## src/rtl/stream_buffer_pkg.sv

```systemverilog
// Sizing helpers shared by the width-converting stream buffer and its unit RAM.
// A storage unit is the narrower of the two bus widths.
package stream_buffer_pkg;

    function automatic int unsigned unit_width(int unsigned rw, int unsigned ww);
        return (rw < ww) ? rw : ww;
    endfunction

    function automatic int unsigned units_per_write(int unsigned rw, int unsigned ww);
        return ww / unit_width(rw, ww);
    endfunction

    function automatic int unsigned units_per_read(int unsigned rw, int unsigned ww);
        return rw / unit_width(rw, ww);
    endfunction

    function automatic int unsigned pad_max(int unsigned rw, int unsigned ww);
        int unsigned wpw;
        int unsigned rpr;
        wpw = units_per_write(rw, ww);
        rpr = units_per_read(rw, ww);
        return (rpr > wpw) ? rpr - wpw : 0;
    endfunction

    function automatic int unsigned cap_units(int unsigned depth, int unsigned rw,
                                              int unsigned ww);
        int unsigned wpw;
        int unsigned rpr;
        wpw = units_per_write(rw, ww);
        rpr = units_per_read(rw, ww);
        return 1 << $clog2(depth * ((wpw > rpr) ? wpw : rpr));
    endfunction

    function automatic int unsigned ptr_width(int unsigned cap);
        return ($clog2(cap) > 0) ? $clog2(cap) : 1;
    endfunction

    function automatic int unsigned cnt_width(int unsigned cap);
        return $clog2(cap) + 1;
    endfunction

    // Wide enough to hold wr_phase + units_per_write without overflow.
    function automatic int unsigned phase_width(int unsigned rw, int unsigned ww);
        return $clog2(units_per_read(rw, ww) + units_per_write(rw, ww) + 1);
    endfunction

endpackage

```

## src/rtl/stream_buffer_unit_ram.sv

```systemverilog
// Unit-addressed storage: LANES write lanes with per-lane enable and RPR combinational
// read lanes, modular addressing, plus a parallel packet-end flag per unit.
module stream_buffer_unit_ram
    import stream_buffer_pkg::*;
#(
    parameter int unsigned G     = 32,
    parameter int unsigned CAP   = 8,
    parameter int unsigned LANES = 2,
    parameter int unsigned RPR   = 2,
    localparam int unsigned AW   = ptr_width(CAP)
) (
    input  logic                 clk,
    input  logic                 rst,
    input  logic [AW-1:0]        i_wr_ptr,
    input  logic [LANES-1:0]     i_wr_en,
    input  logic [LANES*G-1:0]   i_wr_data,
    input  logic [LANES-1:0]     i_wr_last,
    input  logic [AW-1:0]        i_rd_ptr,
    output logic [RPR*G-1:0]     o_rd_data,
    output logic                 o_rd_last
);

    logic [G-1:0]   r_mem [CAP];
    logic [CAP-1:0] r_flag;

    always_ff @(posedge clk) begin
        for (int unsigned k = 0; k < LANES; k++) begin
            if (i_wr_en[k]) begin
                r_mem[i_wr_ptr + AW'(k)] <= i_wr_data[k*G +: G];
            end
        end
    end

    always_ff @(posedge clk) begin
        if (!rst) begin
            r_flag <= '0;
        end else begin
            for (int unsigned k = 0; k < LANES; k++) begin
                if (i_wr_en[k]) begin
                    r_flag[i_wr_ptr + AW'(k)] <= i_wr_last[k];
                end
            end
        end
    end

    always_comb begin
        for (int unsigned k = 0; k < RPR; k++) begin
            o_rd_data[k*G +: G] = r_mem[i_rd_ptr + AW'(k)];
        end
        o_rd_last = r_flag[i_rd_ptr + AW'(RPR - 1)];
    end

endmodule

```

## src/rtl/stream_width_buffer.sv

```systemverilog
// Width-converting stream FIFO with packet framing and zero-padding of partial read words.
// Define STREAM_WIDTH_BUFFER_OCCUPANCY_EN to expose the unit count on an occupancy port.
module stream_width_buffer
    import stream_buffer_pkg::*;
#(
    parameter int unsigned DEPTH       = 4,
    parameter int unsigned READ_WIDTH  = 64,
    parameter int unsigned WRITE_WIDTH = 32,
    localparam int unsigned CAP        = cap_units(DEPTH, READ_WIDTH, WRITE_WIDTH),
    localparam int unsigned CW         = cnt_width(CAP)
) (
    input  logic                   clk,
    input  logic                   rst,
    input  logic [WRITE_WIDTH-1:0] w_data,
    input  logic                   w_valid,
    input  logic                   w_last,
    output logic                   w_ready,
    output logic                   w_almost_full,
    output logic [READ_WIDTH-1:0]  r_data,
    output logic                   r_valid,
    output logic                   r_last,
    input  logic                   r_ready
`ifdef STREAM_WIDTH_BUFFER_OCCUPANCY_EN
    ,
    output logic [CW-1:0]          occupancy
`endif
);

    localparam int unsigned G      = unit_width(READ_WIDTH, WRITE_WIDTH);
    localparam int unsigned WPW    = units_per_write(READ_WIDTH, WRITE_WIDTH);
    localparam int unsigned RPR    = units_per_read(READ_WIDTH, WRITE_WIDTH);
    localparam int unsigned PADMAX = pad_max(READ_WIDTH, WRITE_WIDTH);
    localparam int unsigned LANES  = WPW + PADMAX;
    localparam int unsigned AW     = ptr_width(CAP);
    localparam int unsigned PW     = phase_width(READ_WIDTH, WRITE_WIDTH);

    if (((READ_WIDTH > WRITE_WIDTH) ? (READ_WIDTH % WRITE_WIDTH)
                                    : (WRITE_WIDTH % READ_WIDTH)) != 0) begin : g_chk_ratio
        $error("stream_width_buffer: wider bus must be a multiple of the narrower one");
    end
    if (CAP < LANES) begin : g_chk_cap_write
        $error("stream_width_buffer: capacity too small for a padded write");
    end
    if (CAP < RPR) begin : g_chk_cap_read
        $error("stream_width_buffer: capacity too small for one read word");
    end

    logic [AW-1:0]      r_w_ptr;
    logic [AW-1:0]      r_r_ptr;
    logic [CW-1:0]      r_count;
    logic [PW-1:0]      r_wr_phase;
    logic               r_almost_full;

    logic               w_accept;
    logic               w_rd_fire;
    logic [PW-1:0]      w_phase_sum;
    logic [PW-1:0]      w_rem;
    logic [PW-1:0]      w_pad;
    logic [PW-1:0]      w_phase_next;
    logic [CW-1:0]      w_added;
    logic [CW-1:0]      w_removed;
    logic [CW-1:0]      w_count_next;
    logic [CW-1:0]      w_free_next;
    logic [LANES-1:0]   w_lane_en;
    logic [LANES-1:0]   w_lane_last;
    logic [LANES*G-1:0] w_lane_data;
    logic [RPR*G-1:0]   w_rd_data;
    logic               w_rd_last;

    // Space is reserved for the worst-case padded write so w_ready never depends on w_last.
    assign w_ready   = (CW'(CAP) - r_count) >= CW'(LANES);
    assign r_valid   = r_count >= CW'(RPR);
    assign w_accept  = w_valid && w_ready;
    assign w_rd_fire = r_valid && r_ready;

    always_comb begin
        w_phase_sum  = r_wr_phase + PW'(WPW);
        w_rem        = w_phase_sum % PW'(RPR);
        w_pad        = '0;
        if (w_last && (w_rem != '0)) begin
            w_pad = PW'(RPR) - w_rem;
        end
        w_phase_next = w_last ? '0 : w_rem;
        w_added      = w_accept ? (CW'(WPW) + CW'(w_pad)) : '0;
        w_removed    = w_rd_fire ? CW'(RPR) : '0;
        w_count_next = r_count + w_added - w_removed;
        w_free_next  = CW'(CAP) - w_count_next;

        for (int unsigned k = 0; k < WPW; k++) begin
            w_lane_en[k]          = w_accept;
            w_lane_data[k*G +: G] = w_data[k*G +: G];
        end
        for (int unsigned k = WPW; k < LANES; k++) begin
            w_lane_en[k]          = w_accept && (PW'(k - WPW) < w_pad);
            w_lane_data[k*G +: G] = '0;
        end
        for (int unsigned k = 0; k < LANES; k++) begin
            w_lane_last[k] = w_last && (PW'(k) == (PW'(WPW) + w_pad - PW'(1)));
        end
    end

    always_ff @(posedge clk) begin
        if (!rst) begin
            r_w_ptr       <= '0;
            r_r_ptr       <= '0;
            r_count       <= '0;
            r_wr_phase    <= '0;
            r_almost_full <= 1'b0;
        end else begin
            if (w_accept) begin
                r_w_ptr    <= r_w_ptr + w_added[AW-1:0];
                r_wr_phase <= w_phase_next;
            end
            if (w_rd_fire) begin
                r_r_ptr <= r_r_ptr + AW'(RPR);
            end
            r_count       <= w_count_next;
            r_almost_full <= 32'(w_free_next) < 32'(2 * LANES);
        end
    end

    stream_buffer_unit_ram #(
        .G     (G),
        .CAP   (CAP),
        .LANES (LANES),
        .RPR   (RPR)
    ) u_ram (
        .clk       (clk),
        .rst       (rst),
        .i_wr_ptr  (r_w_ptr),
        .i_wr_en   (w_lane_en),
        .i_wr_data (w_lane_data),
        .i_wr_last (w_lane_last),
        .i_rd_ptr  (r_r_ptr),
        .o_rd_data (w_rd_data),
        .o_rd_last (w_rd_last)
    );

    assign w_almost_full = r_almost_full;
    assign r_data        = r_valid ? w_rd_data : '0;
    assign r_last        = r_valid && w_rd_last;

`ifdef STREAM_WIDTH_BUFFER_OCCUPANCY_EN
    assign occupancy = r_count;
`endif

endmodule

```

## config.mk

```make
export PLATFORM = sky130hd
export DESIGN_NAME = stream_width_buffer
export DESIGN_NICKNAME = d
export VERILOG_FILES = /design/src/rtl/stream_buffer_pkg.sv /design/src/rtl/stream_buffer_unit_ram.sv /design/src/rtl/stream_width_buffer.sv
export SDC_FILE = /design/constraint.sdc
export NUM_CORES = 1
export LEC_CHECK = 0
export ABC_AREA = 1
export BUFFER_PORTS_ARGS = -buffer_cell sky130_fd_sc_hd__buf_2
export CORE_AREA = 5 5 201 203
export DETAILED_ROUTE_END_ITERATION = 10
export DIE_AREA = 0 0 206 208
export SYNTH_ARGS = -nofsm -noshare
export SYNTH_HDL_FRONTEND = slang
export SYNTH_HIERARCHICAL = 1
export SYNTH_SLANG_ARGS = --single-unit
```

## constraint.sdc

```tcl
create_clock -name clk -period 3.7 [get_ports clk]
set_input_delay 0.185 -clock clk [delete_from_list [all_inputs] [get_ports clk]]
set_output_delay 0.185 -clock clk [all_outputs]
set_load 0.02 [all_outputs]
```

==> results.env <==
FINAL_CORE_UTILIZATION_PCT=50.8
CRIT_PATH_START_KIND='register'
MAPPEDNETLISTAREA_MM2=0.0178
WORST_HOLD_PATH.NUM_CELLS=3
NUMBER_OF_VIAS_PER_CELL=5.44
WORST_SETUP_PATH_END_KIND='register'
DETAILED_PLACE_HPWL_UM=29900
MAX_SLEW_MARGIN_PCT=31.5
CTS_MAX_LEVEL=2
CTS_ROOT_BUF='sky130_fd_sc_hd__clkbuf_16'
SYNTH_CELLS=2312
TIMING.REG2REG.SETUP_SLACK_PS=800
FINAL_COMMON_CELL='sky130_fd_sc_hd__nand2_1'
CRITPATHMOSTFREQUENTCELL='sky130_fd_sc_hd__inv_1'
STATUS='complete, no violations'
FIRST_PASS_ITERS=6
CTS_HOLD_BUF=0
TOP_LEVEL_PORTS=105
DETAILROUTE.VIA_COUNT=15600
TRITONCTS='done'
FINAL_MAX_SLEW_VIOL_COUNT=0
ROUTABILITYCONGESTION=0.779
PATH_TYPE_OF_THE_WORST_MIN_DELAY_PATH='in -> reg'
FMAX_MHz=344
FIRST_GLOBAL_VIAS=14900
WORSTPATHMAXFANOUT=66
DIODES=0
SYN_AREA_PER_CELL_UM2=7.68
SYN_TO_FINAL_GROWTH_PCT=9.59
MAX_CAPACITANCE_VIOLATION_COUNT=0
DRTANTENNAVIOLNETS=0
POST_ROUTE_DRC=0
FIN_WORST_HOLD_SLACK_PS=31.0
GLOBALROUTETOTALUTIL_PCT=23.5
FINAL_CELLS=2870
START_UTIL_PCT=46.4
FILLERINSTANCES=3634
COMMONEST_CELLS_AFTER_ROUTING_FILL_AND_TAPS_ASIDE='sky130_fd_sc_hd__nand2_1, sky130_fd_sc_hd__o21ai_0, sky130_fd_sc_hd__edfxtp_1, sky130_fd_sc_hd__inv_1, sky130_fd_sc_hd__o21ai_1'
CLK_PATH_BUF_DEPTH=3
FLOP_AND_LATCH_COUNT_OUT_OF_SYNTHESIS=275
NUMPORTBUFFERS=104
POSTCTSRESIZEDCELLS=0
CRITICAL_PATH.CELL_CHAIN='inv_1 -> ha_1 -> or2_1 -> nor2_4 -> nand2_4 -> nand2_4 -> inv_4 -> nand2_2 -> inv_1 -> inv_1 -> nor2_1 -> nand3_2 -> buf_4 -> nand2_1 -> o21ai_1'
R2R-END='u_ram/r_mem[5][15]'
POST-ROUTE-CELL-AREA_MM2=0.0195
PWR_DENSITY_CELL_mW_PER_MM2=660
CTS_NUM_SINKS=275
DIE_W_UM=206
R2R_START='r_count[1]'
FINALCRITPERIODSHARE_PCT=78.5
FINAL-SEQ-AREA_MM2=0.00807
TIMING.CRITICAL_PATH.ARRIVAL_PS=3260
POST-PLACE-WS_PS=828
DR.FIRST_ITER.DRC_COUNT=1129
OVERALL_OVERFLOW_REMAINING_AFTER_GLOBAL_ROUTE=0
DPL.CELL_COUNT=2810
CLK_TRANSITION_REPORTED_PATHS_PS=60
WL_PER_CELL_UM=18.0
FLOORPLAN.ROWS=72
WORST_PATH_LARGEST_CELL_DELAY_PS=680
DESIGN.CORE.AREA_MM2=0.0383
POSTCTSSETUPREPAIRBUFS=0
CTS_INSERTED_BUFFERS=34
TIMING.REG2REG.WORST_PATH_DEPTH=15
FINALHOLDVIOLCOUNT=0
PLACED_CELL_AREA_MM2=0.0184
FINAL_PERIOD_MINUS_WORST_SETUP_SLACK_PS=2900
TOTAL_POWER_CONSUMPTION_OF_THE_ROUTED_DESIGN_mW=12.8
PEAKVDDDROP_uV=477
YS_SEQ_AREA_SHARE_PCT=45.4
NUMBER_OF_ANTENNA_VIOLATIONS_AT_THE_FIRST_CHECK_IN_GLOBAL_ROUTING=1
DIE_H_UM=208
TIGHTEST_SLEW_PS=1030
GRT_SETUP_UNREPAIRED='no'
WL_UM=51600
END_OF_THE_WORST_HOLD_PATH='r_w_ptr[2]'
MULTI_INPUT_COMB_AREA_MM2=0.00781
DRIVE_GT1_SHARE_PCT=13.9
REPORT.FINAL.SETUP_VIOL=0
CP_SLOWEST_CELL='sky130_fd_sc_hd__buf_4'
P_LEAK_nW=8.60
CLK-INSERTION-DELAY-LATE_PS=510
GRT_START_MAX_NET_PINS=262
DIE-AREA_MM2=0.0428
TIMING_WORST_SETUP_PATH_TYPE='reg -> reg'
MIN-DELAY-START='w_valid'
FIRST_PASS_GRT_WIRE_LENGTH_UM=80100
SYNTH-WARNING-COUNT=6
NNETSFINAL=2376
SETUP_WS_PS=796
CRIT_REQUIRED_PS=4050
FIN_TNS_SETUP_PS=0
FINAL.SETUP_SKEW_PS=13.7
SYNTH_CELL_TYPES=34
## layout make-up
class	instances	area share, %
clock inverters	19	0.585
inverters	259	5.03
clock buffers	41	4.83
repair buffers	143	4.63
well taps	518	3.33
multi-input cells	1615	40.1
flip-flops and latches	275	41.5
## registers in the layout, summed over array words and instances (netlist names)
register / cells
r_w_ptr: 3
u_ram/r_flag: 8
w_almost_full: 1
r_r_ptr: 2
r_count: 4
u_ram/r_mem: 256
r_wr_phase: 1
## worst max-delay path: cells and delay by family (launching register included)
family,cells,cell delay (ps)
and+or+nand+nor,8,970
buffers and inverters,5,950
DFF,1,390
adders and majority gates,1,270
AOI/OAI and AO/OA,1,120
## metal layers
| layer | global-route usage (%) | wire length (um) | vias to the layer above |
|---|---|---|---|
| met5 | 0 | 9 | - |
| met4 | 6.84 | 1300 | 2 |
| met2 | 40.1 | 24800 | 542 |
| met3 | 3.04 | 3480 | 104 |
| li1 | - | - | 7616 |
| met1 | 31.4 | 22000 | 7340 |
## where the power goes
| group | internal [mW] | switching, mW | total (mW) |
|---|---|---|---|
| clock network | 1.87 | 1.28 | 3.16 |
| registers | 3.97 | 0.180 | 4.15 |
| logic | 1.69 | 3.84 | 5.54 |
| total | 7.54 | 5.30 | 12.8 |
## how the worst max path moves through the flow
stage                           from            endpoint  cells past startpoint
after floorplan           r_count[1]   u_ram/r_mem[5][0]                     14
after global routing      r_count[1]  u_ram/r_mem[5][17]                     15
after global placement    r_count[1]  u_ram/r_mem[6][17]                     16
final                     r_count[1]  u_ram/r_mem[5][15]                     15
after detailed placement  r_count[1]  u_ram/r_mem[6][20]                     15
after CTS                 r_count[1]  u_ram/r_mem[6][22]                     15
## kinds of logic after synthesis
| kind of cell | count (synthesis) | share of synthesized area [%] |
|---|---|---|
| buffers and inverters | 455 | 11.6 |
| other | 1 | 0.0211 |
| adder cells (fa/ha/maj) | 11 | 0.859 |
| AND/OR/NAND/NOR | 853 | 18.7 |
| AO/OA/AOI/OAI | 714 | 23.1 |
| XOR/XNOR | 3 | 0.190 |
| flip-flops | 275 | 45.4 |
## synthesized netlist by cell type, drive strengths merged
cell type | n | area share, %
and3 | 1 | 0.035
fa | 2 | 0.23
edfxtp | 256 | 43
nand3b | 2 | 0.085
o211ai | 64 | 2.7
a31o | 1 | 0.049
buf | 135 | 4.9
inv | 259 | 5.5
a21oi | 194 | 7.6
nand2 | 707 | 15
and2 | 1 | 0.035
xnor2 | 3 | 0.19
ha | 9 | 0.63
conb | 1 | 0.021
nor2 | 110 | 2.5
clkbuf | 61 | 1.3
dfxtp | 19 | 2.1
or2 | 2 | 0.070
nand3 | 30 | 0.96
o21ai | 455 | 13
(Power assumes the default switching activity.)
